==> config.mk <==
export PLATFORM = sky130hd
export DESIGN_NAME = ponto_fixo_multi8_flat
export DESIGN_NICKNAME = d
export VERILOG_FILES = /design/src/rtl/ponto_fixo_multi8_pkg.sv /design/src/rtl/ponto_fixo_multi8_if.sv /design/src/rtl/ponto_fixo_mult_core.sv /design/src/rtl/ponto_fixo_multi8.sv /design/src/flat_wrapper.sv
export SDC_FILE = /design/constraint.sdc
export NUM_CORES = 1
export LEC_CHECK = 0
export BUFFER_PORTS_ARGS = -buffer_cell sky130_fd_sc_hd__buf_2
export CORE_UTILIZATION = 64
export DETAILED_ROUTE_END_ITERATION = 16
export PLACE_DENSITY = 0.87
export SLEW_MARGIN = 15
export SYNTH_ARGS = -nofsm -noshare
export SYNTH_HDL_FRONTEND = slang
export SYNTH_SLANG_ARGS = --single-unit
==> constraint.sdc <==
create_clock -name clk -period 1.7 [get_ports clk]
set_clock_uncertainty 0.2 [all_clocks]
set_input_delay 0 -clock clk [delete_from_list [all_inputs] [get_ports clk]]
set_output_delay 0 -clock clk [all_outputs]
set_load 0.01 [all_outputs]
==> src/rtl/ponto_fixo_multi8_pkg.sv <==
// Shared constants and helpers for the unsigned Qm.n fixed-point multiplier.
package ponto_fixo_multi8_pkg;

    // Default operand format: Q5.3 on 8 bits.
    localparam int unsigned DEF_N     = 8;
    localparam int unsigned DEF_NFRAC = 3;

    // Value added before the right shift to get round-half-up.
    // With no fractional bits there is nothing to round, so the constant is zero.
    function automatic int unsigned round_const(input int unsigned nfrac);
        if (nfrac == 0) begin
            return 0;
        end
        return 32'd1 << (nfrac - 1);
    endfunction

endpackage

==> src/rtl/ponto_fixo_multi8_if.sv <==
// Operand/result bundle of the fixed-point multiplier.
// master drives operands and observes results; slave is the multiplier side.
interface ponto_fixo_multi8_if
    import ponto_fixo_multi8_pkg::*;
#(
    parameter int unsigned N = DEF_N
);

    logic             in_valid;
    logic [N-1:0]     a;
    logic [N-1:0]     b;
    logic             out_valid;
    logic [2*N-1:0]   p_raw;
    logic [N-1:0]     p_qm_n;
    logic             overflow;

    modport master (
        output in_valid,
        output a,
        output b,
        input  out_valid,
        input  p_raw,
        input  p_qm_n,
        input  overflow
    );

    modport slave (
        input  in_valid,
        input  a,
        input  b,
        output out_valid,
        output p_raw,
        output p_qm_n,
        output overflow
    );

endinterface

==> src/rtl/ponto_fixo_mult_core.sv <==
// Combinational core: exact product, round-half-up rescale to Qm.n, saturation and overflow.
module ponto_fixo_mult_core
    import ponto_fixo_multi8_pkg::*;
#(
    parameter int unsigned N        = DEF_N,
    parameter int unsigned NFRAC    = DEF_NFRAC,
    parameter bit          SATURATE = 1'b1
) (
    input  logic [N-1:0]   a,
    input  logic [N-1:0]   b,
    output logic [2*N-1:0] raw,
    output logic [N-1:0]   p_qm_n,
    output logic           overflow
);

    // One extra bit above the product so the rounding carry is never dropped.
    localparam int unsigned W = 2 * N + 1;
    localparam logic [W-1:0] RND = W'(round_const(NFRAC));

    logic [W-1:0] rounded;
    logic [W-1:0] rescaled;

    // Exact product, then add half an LSB of the target format and drop the extra fraction bits.
    always_comb begin
        raw      = (2 * N)'(a) * (2 * N)'(b);
        rounded  = {1'b0, raw} + RND;
        rescaled = rounded >> NFRAC;
    end

    // Anything above bit N-1 means the Qm.n result does not fit; clamp or wrap.
    always_comb begin
        overflow = |rescaled[W-1:N];
        if (overflow && SATURATE) begin
            p_qm_n = '1;
        end else begin
            p_qm_n = rescaled[N-1:0];
        end
    end

endmodule

==> src/rtl/ponto_fixo_multi8.sv <==
// Unsigned Qm.n fixed-point multiplier with a single registered output stage.
// Results of a valid operand pair appear one cycle later; data outputs hold between valids.
module ponto_fixo_multi8
    import ponto_fixo_multi8_pkg::*;
#(
    parameter int unsigned N        = DEF_N,
    parameter int unsigned NFRAC    = DEF_NFRAC,
    parameter bit          SATURATE = 1'b1
) (
    input  logic                clk,
    input  logic                rst_n,
    ponto_fixo_multi8_if.slave  bus
);

    logic [2*N-1:0] core_raw;
    logic [N-1:0]   core_qm_n;
    logic           core_overflow;

    logic           out_valid_d, out_valid_q;
    logic [2*N-1:0] p_raw_d,     p_raw_q;
    logic [N-1:0]   p_qm_n_d,    p_qm_n_q;
    logic           overflow_d,  overflow_q;

    ponto_fixo_mult_core #(
        .N        (N),
        .NFRAC    (NFRAC),
        .SATURATE (SATURATE)
    ) u_core (
        .a        (bus.a),
        .b        (bus.b),
        .raw      (core_raw),
        .p_qm_n   (core_qm_n),
        .overflow (core_overflow)
    );

    // Capture new results only on a valid strobe; otherwise hold the last product.
    always_comb begin
        out_valid_d = bus.in_valid;
        p_raw_d     = p_raw_q;
        p_qm_n_d    = p_qm_n_q;
        overflow_d  = overflow_q;
        if (bus.in_valid) begin
            p_raw_d    = core_raw;
            p_qm_n_d   = core_qm_n;
            overflow_d = core_overflow;
        end
    end

    // Output register stage, cleared immediately by the asynchronous reset.
    always_ff @(posedge clk or negedge rst_n) begin
        if (!rst_n) begin
            out_valid_q <= 1'b0;
            p_raw_q     <= '0;
            p_qm_n_q    <= '0;
            overflow_q  <= 1'b0;
        end else begin
            out_valid_q <= out_valid_d;
            p_raw_q     <= p_raw_d;
            p_qm_n_q    <= p_qm_n_d;
            overflow_q  <= overflow_d;
        end
    end

    assign bus.out_valid = out_valid_q;
    assign bus.p_raw     = p_raw_q;
    assign bus.p_qm_n    = p_qm_n_q;
    assign bus.overflow  = overflow_q;

endmodule

==> src/flat_wrapper.sv <==
// flat-port wrapper written by rule: the top's interface ports become plain ports
module ponto_fixo_multi8_flat import ponto_fixo_multi8_pkg::*;
#(
    parameter int unsigned N        = DEF_N,
    parameter int unsigned NFRAC    = DEF_NFRAC,
    parameter bit          SATURATE = 1'b1
)
  (clk, rst_n, bus_in_valid, bus_a, bus_b, bus_out_valid, bus_p_raw, bus_p_qm_n, bus_overflow);
  ponto_fixo_multi8_if #(.N(N)) bus_i ();
  input  logic clk;
  input  logic rst_n;
  input wire logic [$bits(bus_i.in_valid)-1:0] bus_in_valid;
  input wire logic [$bits(bus_i.a)-1:0] bus_a;
  input wire logic [$bits(bus_i.b)-1:0] bus_b;
  output wire logic [$bits(bus_i.out_valid)-1:0] bus_out_valid;
  output wire logic [$bits(bus_i.p_raw)-1:0] bus_p_raw;
  output wire logic [$bits(bus_i.p_qm_n)-1:0] bus_p_qm_n;
  output wire logic [$bits(bus_i.overflow)-1:0] bus_overflow;
  assign bus_i.in_valid = bus_in_valid;
  assign bus_i.a = bus_a;
  assign bus_i.b = bus_b;
  assign bus_out_valid = bus_i.out_valid;
  assign bus_p_raw = bus_i.p_raw;
  assign bus_p_qm_n = bus_i.p_qm_n;
  assign bus_overflow = bus_i.overflow;
  ponto_fixo_multi8 #(.N(N), .NFRAC(NFRAC), .SATURATE(SATURATE)) u_core (.clk(clk), .rst_n(rst_n), .bus(bus_i));
endmodule
==> reports/qor.yml, run 1 <==
fp.dieH_um: 75.5
syn_area_per_cell_sq_um: 9.38
synth_edf_count: 0
start_util_pct: 66.9
synth_top_area_share_pct: 20.8
cts_resized: 75
yosysSeqAreaShare_pct: 18.8
ys_seq_elements: 26
synthDistinctLibCells: 52
place_ws_ps: -2920
num_rows: 26
place_area_sq_mm: 0.00463
port-buffer-count: 44
yosys-top-cells-area: "fa_1 21%, dfrtp_1 19%, ha_1 13%"
yosys_warnings: 0
synth_top_area_cell: "fa_1"
dp_hpwl_mm: 7.84
post-cts-setup-buffers: 7
syn-num-nets: 461
synthArstFlopShare_pct: 100
status: "did not finish"
globalplace.congestion: 0.892
htreeDepth: 1
die_w_um: 75.5
synthFlopType: "dfrtp_1"
root_buffer: "clkbuf_8"
cts_num_sinks: 26
synthesis.area_sq_mm: 0.00346
holdBufCountCts: 4
numCtsBuffers: 3
haltStage: "clock tree synthesis (4_1_cts)"
ios: 45
syn_inst: 369
cts_buffer_depth: 2
error: "[ERROR DPL-0033] detailed placement checks failed during check placement."
Yosys cell counts (all sizes together), types with 4 or more instances:
master / count
o21ai: 11
fa: 36
xor2: 4
xnor2: 9
clkbuf: 4
nand2: 21
nand4: 4
a211oi: 6
a31oi: 9
dfrtp: 26
nand3: 6
ha: 37
nor2: 22
mux2: 12
inv: 54
and2: 54
a21oi: 12
cells by family after synthesis:
logic type / after synthesis / share of synthesized area [%]
buf+inv: 60 / 6.58
fa+ha+maj: 73 / 34.2
simple gates: 125 / 20.2
compound gates: 60 / 12.9
xor+xnor: 13 / 3.29
mux: 12 / 4.01
flops: 26 / 18.8
per-stage QoR:
step | setup TNS [ps] | instances | hold WS, ps
3_5_place_dp | -54880 | 549 | -180
3_3_place_gp | -51970 | 549 | -189
2_1_floorplan | -44200 | 369 | -496
==> inputs of run 2 (changes only) <==
--- a/config.mk
+++ b/config.mk
@@ -6,9 +6,9 @@
 export NUM_CORES = 1
 export LEC_CHECK = 0
 export BUFFER_PORTS_ARGS = -buffer_cell sky130_fd_sc_hd__buf_2
-export CORE_UTILIZATION = 64
+export CORE_UTILIZATION = 40
 export DETAILED_ROUTE_END_ITERATION = 16
-export PLACE_DENSITY = 0.87
+export PLACE_DENSITY_LB_ADDON = 0.15
 export SLEW_MARGIN = 15
 export SYNTH_ARGS = -nofsm -noshare
 export SYNTH_HDL_FRONTEND = slang
==> reports/qor.yml, run 2 <==
place_area_sq_mm: 0.00467
cp-start-kind: "input pin"
synthesis.area_sq_mm: 0.00346
comb_power_share_pct: 86.0
diodes: 0
port-buffer-count: 44
worst_slew_pin_slew_ps: 575
synth_top_area_cell: "fa_1"
cts_buffer_depth: 2
path_cells: "buf_12 -> and2_4 -> fa_1 -> fa_1 -> fa_1 -> inv_1 -> fa_1 -> inv_2 -> ha_4 -> buf_6 -> o211ai_1 -> buf_4 -> a21oi_4 -> a211oi_4 -> nor4bb_4 -> mux2_4 -> a31oi_1"
grt.total_usage_pct: 21.2
synthFlopType: "dfrtp_1"
use_met3_pct: 1.83
synthDistinctLibCells: 52
hp-class: "in2async"
die_w_um: 95.0
num_rows: 33
syn-num-nets: 461
path_delay_family: "adder cells"
ys_seq_elements: 26
finalSetupViolations: 22
grt_util_met2_pct: 38.1
fmax_mhz: 241
worst_ep_arrival_time_ps: 4150
htreeDepth: 1
slowest_stage: "fa_1"
power_leakage_nw: 2.51
nets: 602
layout_commonest_cell: "buf_4"
core_area_sq_mm: 0.00830
finalWorstSetupSlack_ps: -2460
crit_type: "in2reg"
grt_max_degree: 31
synth.most_common_cell: "inv_1"
dr.first_iter.drc_count: 102
vias_per_cell: 5.07
post-route-period-util_pct: 245
nFillCells: 702
ys_top_cells_by_count: "54 x inv_1, 53 x and2_1, 37 x ha_1, 36 x fa_1, 26 x dfrtp_1"
relSlewSlack_pct: 61.6
min_period_ps: 4160
failed_checks: "setup timing"
synth_top_area_share_pct: 20.8
cts_tree: "yes"
cp.required_ps: 1700
final_area_sq_mm: 0.00536
most-common-layout-cells: "64 x buf_4, 45 x inv_1, 36 x and2_1"
crit_buf_inv: 5
synth_edf_count: 0
status: "finished, violations left"
globalplace.congestion: 0.933
yosys_warnings: 0
path_max_fanout: 7
numCtsBuffers: 3
root_buffer: "clkbuf_8"
netSwitchingFraction_pct: 42.6
clk_pin_slew_worst_paths_ps: 80
syn_inst: 369
syn_area_per_cell_sq_um: 9.38
drt_wl_total_mm: 8.77
holdWs_ps: 67.5
rsz0062_at_grt: "yes"
drive_above_1_share_pct: 48.0
grt_pass1_wl_mm: 15.4
clk_latency_ps: 270
largest_reg_flops: 16
ir_drop_uv: 810
ios: 45
grt-busiest-layer: "met2"
maxSlewViolCount: 0
yosys-top-cells-area: "fa_1 21%, dfrtp_1 19%, ha_1 13%"
route.detailed.drc: 0
tns_ps: -44480
p_per_area_mw_per_mm2: 1770
yosysSeqAreaShare_pct: 18.8
clkPwrFrac_pct: 3.7
worstSetupEndpointType: "flop"
sequentialPowerShare_pct: 10.3
vias: 3105
antenna_found_initial: 0
area_delta_synth_final_pct: 54.8
maxCapViolations: 0
synthArstFlopShare_pct: 100
ff_latch_area_sq_um: 651
post_drt_wl_per_cell_um: 14.3
overflow: 0
ant_nets: 0
crit_top_cell: "fa_1"
cpPeakStageDelay_ps: 500
multi_input_area_sq_mm: 0.00314
hold_viol: 0
dieArea_sq_mm: 0.00903
grt_pass1_vias: 3283
switching_power_w: 0.00405
dp_hpwl_mm: 6.71
cts_num_sinks: 26
met1_usage_pct: 28.9
power.internal_w: 0.00545
start_util_pct: 41.7
fp.dieH_um: 95.0
drt_first_pass_iters: 4
run 2: cell counts after synthesis:
No cell type changed its count.
run 2: path summary, 6_finish.rpt:
path | end | depth (start not counted) | slack (ps) | from
worst max register to register | u_core.bus.p_raw[15] | 1 | 730 | u_core.bus.p_raw[15]
worst min register to register | u_core.bus.p_raw[13] | 1 | 290 | u_core.bus.p_raw[13]
max in group asynchronous | u_core.bus.p_raw[9] | 2 | 860 | rst_n
min in group clk | u_core.bus.p_raw[1] | 5 | 140 | bus_a[1]
worst min-delay path | u_core.bus.p_raw[4] | 2 | 70 | rst_n
worst max-delay path | u_core.bus.p_qm_n[4] | 17 | -2460 | bus_b[2]
run 2: metrics by stage:
stage / instances / total power [W] / worst slack [ps] / utilization, %
final: 613 / 0.00949 / -2460 / 64.6
after global routing: 613 / 0.0103 / -2590 / 64.6
after CTS: 607 / 0.00892 / -2400 / 62.9
after detailed placement: 586 / 0.00739 / -2800 / 56.3
after global placement: 586 / 0.00735 / -2740 / 56.3
after floorplan: 369 / 0.00529 / -2520 / -
run 2: cell type report:
cell class,count,area share [%]
Multi-Input combinational cell,284,58.5
Timing Repair Buffer,141,22.3
Sequential cell,26,12.1
Inverter,54,3.78
Tap cell,105,2.45
Clock buffer,3,0.771
run 2: power groups by stage:
stage / logic, W / registers, W / clock network [W]
after floorplan: 0.00419 / 0.00110 / 0
after global placement: 0.00637 / 0.000986 / 0
after detailed placement: 0.00641 / 0.000988 / 0
after CTS: 0.00759 / 0.000979 / 0.000355
after global routing: 0.00888 / 0.00101 / 0.000381
final: 0.00817 / 0.000978 / 0.000347
run 2: timing repair:
item,CTS,global route
endpoints found under the hold margin,29,0
gates resized for setup,88,28
gates cloned,1,0
pin swaps,35,21
hold buffers,4,0
setup buffers,14,7
setup endpoints to repair,23,22
run 2: cells by family after synthesis:
family	share of synthesized area (%)
simple gates	20.2
fa+ha+maj	34.2
compound gates	12.9
buf+inv	6.58
flops	18.8
xor+xnor	3.29
mux	4.01
run 2: layer usage:
metal  routed length (um)  vias to the layer above
met4                   43                        0
li1                     -                     1519
met3                  172                        4
met1                 4130                     1544
met2                 4420                       38
met5                    0                        -
(Power assumes the default switching activity.)
==> inputs of run 3 (changes only) <==
--- a/config.mk
+++ b/config.mk
@@ -5,6 +5,7 @@
 export SDC_FILE = /design/constraint.sdc
 export NUM_CORES = 1
 export LEC_CHECK = 0
+export ABC_AREA = 1
 export BUFFER_PORTS_ARGS = -buffer_cell sky130_fd_sc_hd__buf_2
 export CORE_UTILIZATION = 40
 export DETAILED_ROUTE_END_ITERATION = 16
==> reports/qor.yml, run 3 <==
status: "finished, violations left"
failed_checks: "setup timing"
hp-class: "in2async"
largest_reg_flops: 16
yosys_warnings: 0
most-common-layout-cells: "127 x nand2_1, 104 x inv_1, 61 x buf_4"
worst_slew_pin_slew_ps: 579
nFillCells: 797
crit_buf_inv: 6
drt_first_pass_iters: 5
drt_wl_total_mm: 9.14
crit_type: "in2reg"
fmax_mhz: 261
place_ws_ps: -2540
synth.most_common_cell: "nand2_1"
synth_edf_count: 0
worst_ep_arrival_time_ps: 3810
layout_commonest_cell: "nand2_1"
dieArea_sq_mm: 0.00972
worstSetupStartpoint: "bus_a[5]"
slowest_stage: "fa_1"
htreeDepth: 1
finalSetupViolations: 22
netSwitchingFraction_pct: 49.3
clk_latency_ps: 280
grt_pass1_wl_mm: 16.5
syn_inst: 545
fp.dieH_um: 98.6
post_drt_wl_per_cell_um: 11.9
rsz0062_at_grt: "yes"
ys_top_cells_by_count: "177 x nand2_1, 133 x inv_1, 37 x ha_1, 36 x fa_1, 35 x nand3_1"
ant_nets: 0
antenna_found_initial: 0
post-route-period-util_pct: 225
cts_num_sinks: 26
dp.cells: 745
globalplace.congestion: 0.818
overflow: 0
p_per_area_mw_per_mm2: 1610
reg2reg_from: "u_core.bus.p_qm_n[3]"
power_leakage_nw: 3.13
dr.first_iter.drc_count: 88
min_period_ps: 3830
cts_tree: "yes"
vias_per_cell: 4.71
sequentialPowerShare_pct: 10.0
ys_seq_elements: 26
finalNonFillerCells: 767
area_delta_synth_final_pct: 48.8
hold_viol: 0
start_util_pct: 42.0
clkPwrFrac_pct: 5.9
cts_buffer_depth: 2
fin_total_pwr_w: 0.00893
cpPeakStageDelay_ps: 520
synthFlopType: "dfrtp_1"
yosys-top-cells-area: "fa_1 19%, nand2_1 18%, dfrtp_1 17%"
comb_power_share_pct: 84.1
yosysSeqAreaShare_pct: 17.4
path_max_fanout: 7
vias: 3611
maxSlewViolCount: 0
path_cells: "buf_6 -> nand2_2 -> inv_2 -> fa_1 -> fa_1 -> fa_1 -> inv_2 -> fa_1 -> inv_2 -> ha_4 -> nand2_4 -> buf_6 -> nor2_4 -> nand3_2 -> nand3_1 -> nand2_2 -> nand2_4 -> nor2_4 -> nor2_4 -> nand3_1 -> nand2_1 -> inv_1"
nets: 752
ios: 45
drive_above_1_share_pct: 43.6
finalWorstSetupSlack_ps: -2130
tns_ps: -37320
synth_top_area_share_pct: 19.3
route.detailed.drc: 0
cp-start-kind: "input pin"
switching_power_w: 0.00441
grt.total_usage_pct: 20.4
dp_hpwl_mm: 7.12
syn-num-nets: 637
core_area_sq_mm: 0.00889
relSlewSlack_pct: 61.4
synth_top_area_cell: "fa_1"
diodes: 0
path_delay_family: "adder cells"
ir_drop_uv: 723
maxCapViolations: 0
synthDistinctLibCells: 27
synthesis.area_sq_mm: 0.00373
grt_max_degree: 27
numCtsBuffers: 3
worstSetupEndpointType: "flop"
reg2reg_setup_slack_ps: 620
clk_pin_slew_worst_paths_ps: 90
cp.required_ps: 1680
syn_area_per_cell_sq_um: 6.84
die_w_um: 98.6
root_buffer: "clkbuf_8"
num_rows: 34
synthArstFlopShare_pct: 100
power.internal_w: 0.00453
crit_top_cell: "fa_1"
port-buffer-count: 44
grt_pass1_vias: 3760
## run 3: logic make-up (layout without fill, tap and decap cells)
kind of cell | count (synthesis) | after routing | synth area share (%)
and+or+nand+nor | 263 | 265 | 30.4
AOI/OAI and AO/OA | 21 | 21 | 2.99
xor gates and xnor gates | 6 | 6 | 1.41
DFF | 26 | 26 | 17.4
buffers and inverters | 156 | 268 | 16.0
adders and majority gates | 73 | 73 | 31.7
## run 3: power by group through the flow
stage	sequential, W	combinational [W]	clock (W)
finish	0.000890	0.00752	0.000529
global route	0.000918	0.00825	0.000568
CTS	0.000890	0.00660	0.000534
detailed placement	0.000901	0.00549	0
global placement	0.000897	0.00543	0
floorplan	0.000997	0.00345	0
## run 3: worst paths after layout
| path | end | cells past startpoint |
|---|---|---|
| min in group clk | u_core.bus.p_raw[1] | 7 |
| max in group asynchronous | u_core.bus.p_qm_n[0] | 2 |
| setup / recovery | u_core.bus.p_qm_n[0] | 22 |
| setup reg to reg | u_core.bus.p_qm_n[3] | 3 |
| hold reg to reg | u_core.bus.p_raw[2] | 2 |
| hold / removal | u_core.bus.overflow | 2 |
## run 3: repair_timing
action | CTS | global route
hold buffers | 4 | 0
setup endpoints to repair | 22 | 22
gates cloned | 2 | 0
endpoints found under the hold margin | 36 | 0
pin swaps | 44 | 39
resized for setup | 125 | 72
buffers inserted | 9 | 4
## run 3: area by class of cell
cell class              instances  area (sq um)  share of cell area, %
inverters                     135           517                   9.31
well taps                     108           135                   2.43
flip-flops and latches         26           651                   11.7
clock inverters                 1          30.0                  0.541
multi-input cells             365          3110                   56.1
clock buffers                   3          41.3                  0.744
repair buffers                129          1060                   19.2
## run 3: through the flow
step,hold WS (ps),util [%],area (sq um)
after CTS,58.1,59.1,5260
after detailed placement,-160,52.3,4650
after global placement,-177,52.3,4650
final,48.6,62.4,5550
after global routing,98.3,62.4,5550
after floorplan,-496,-,4030
## run 3: layer usage
| layer | vias to the layer above | GRT usage (%) | routed length [um] |
|---|---|---|---|
| met5 | - | 0 | 0 |
| met4 | 0 | 2.87 | 55 |
| met3 | 7 | 1.91 | 227 |
| met2 | 58 | 36.7 | 4650 |
| met1 | 1714 | 27.1 | 4210 |
| li1 | 1832 | - | - |
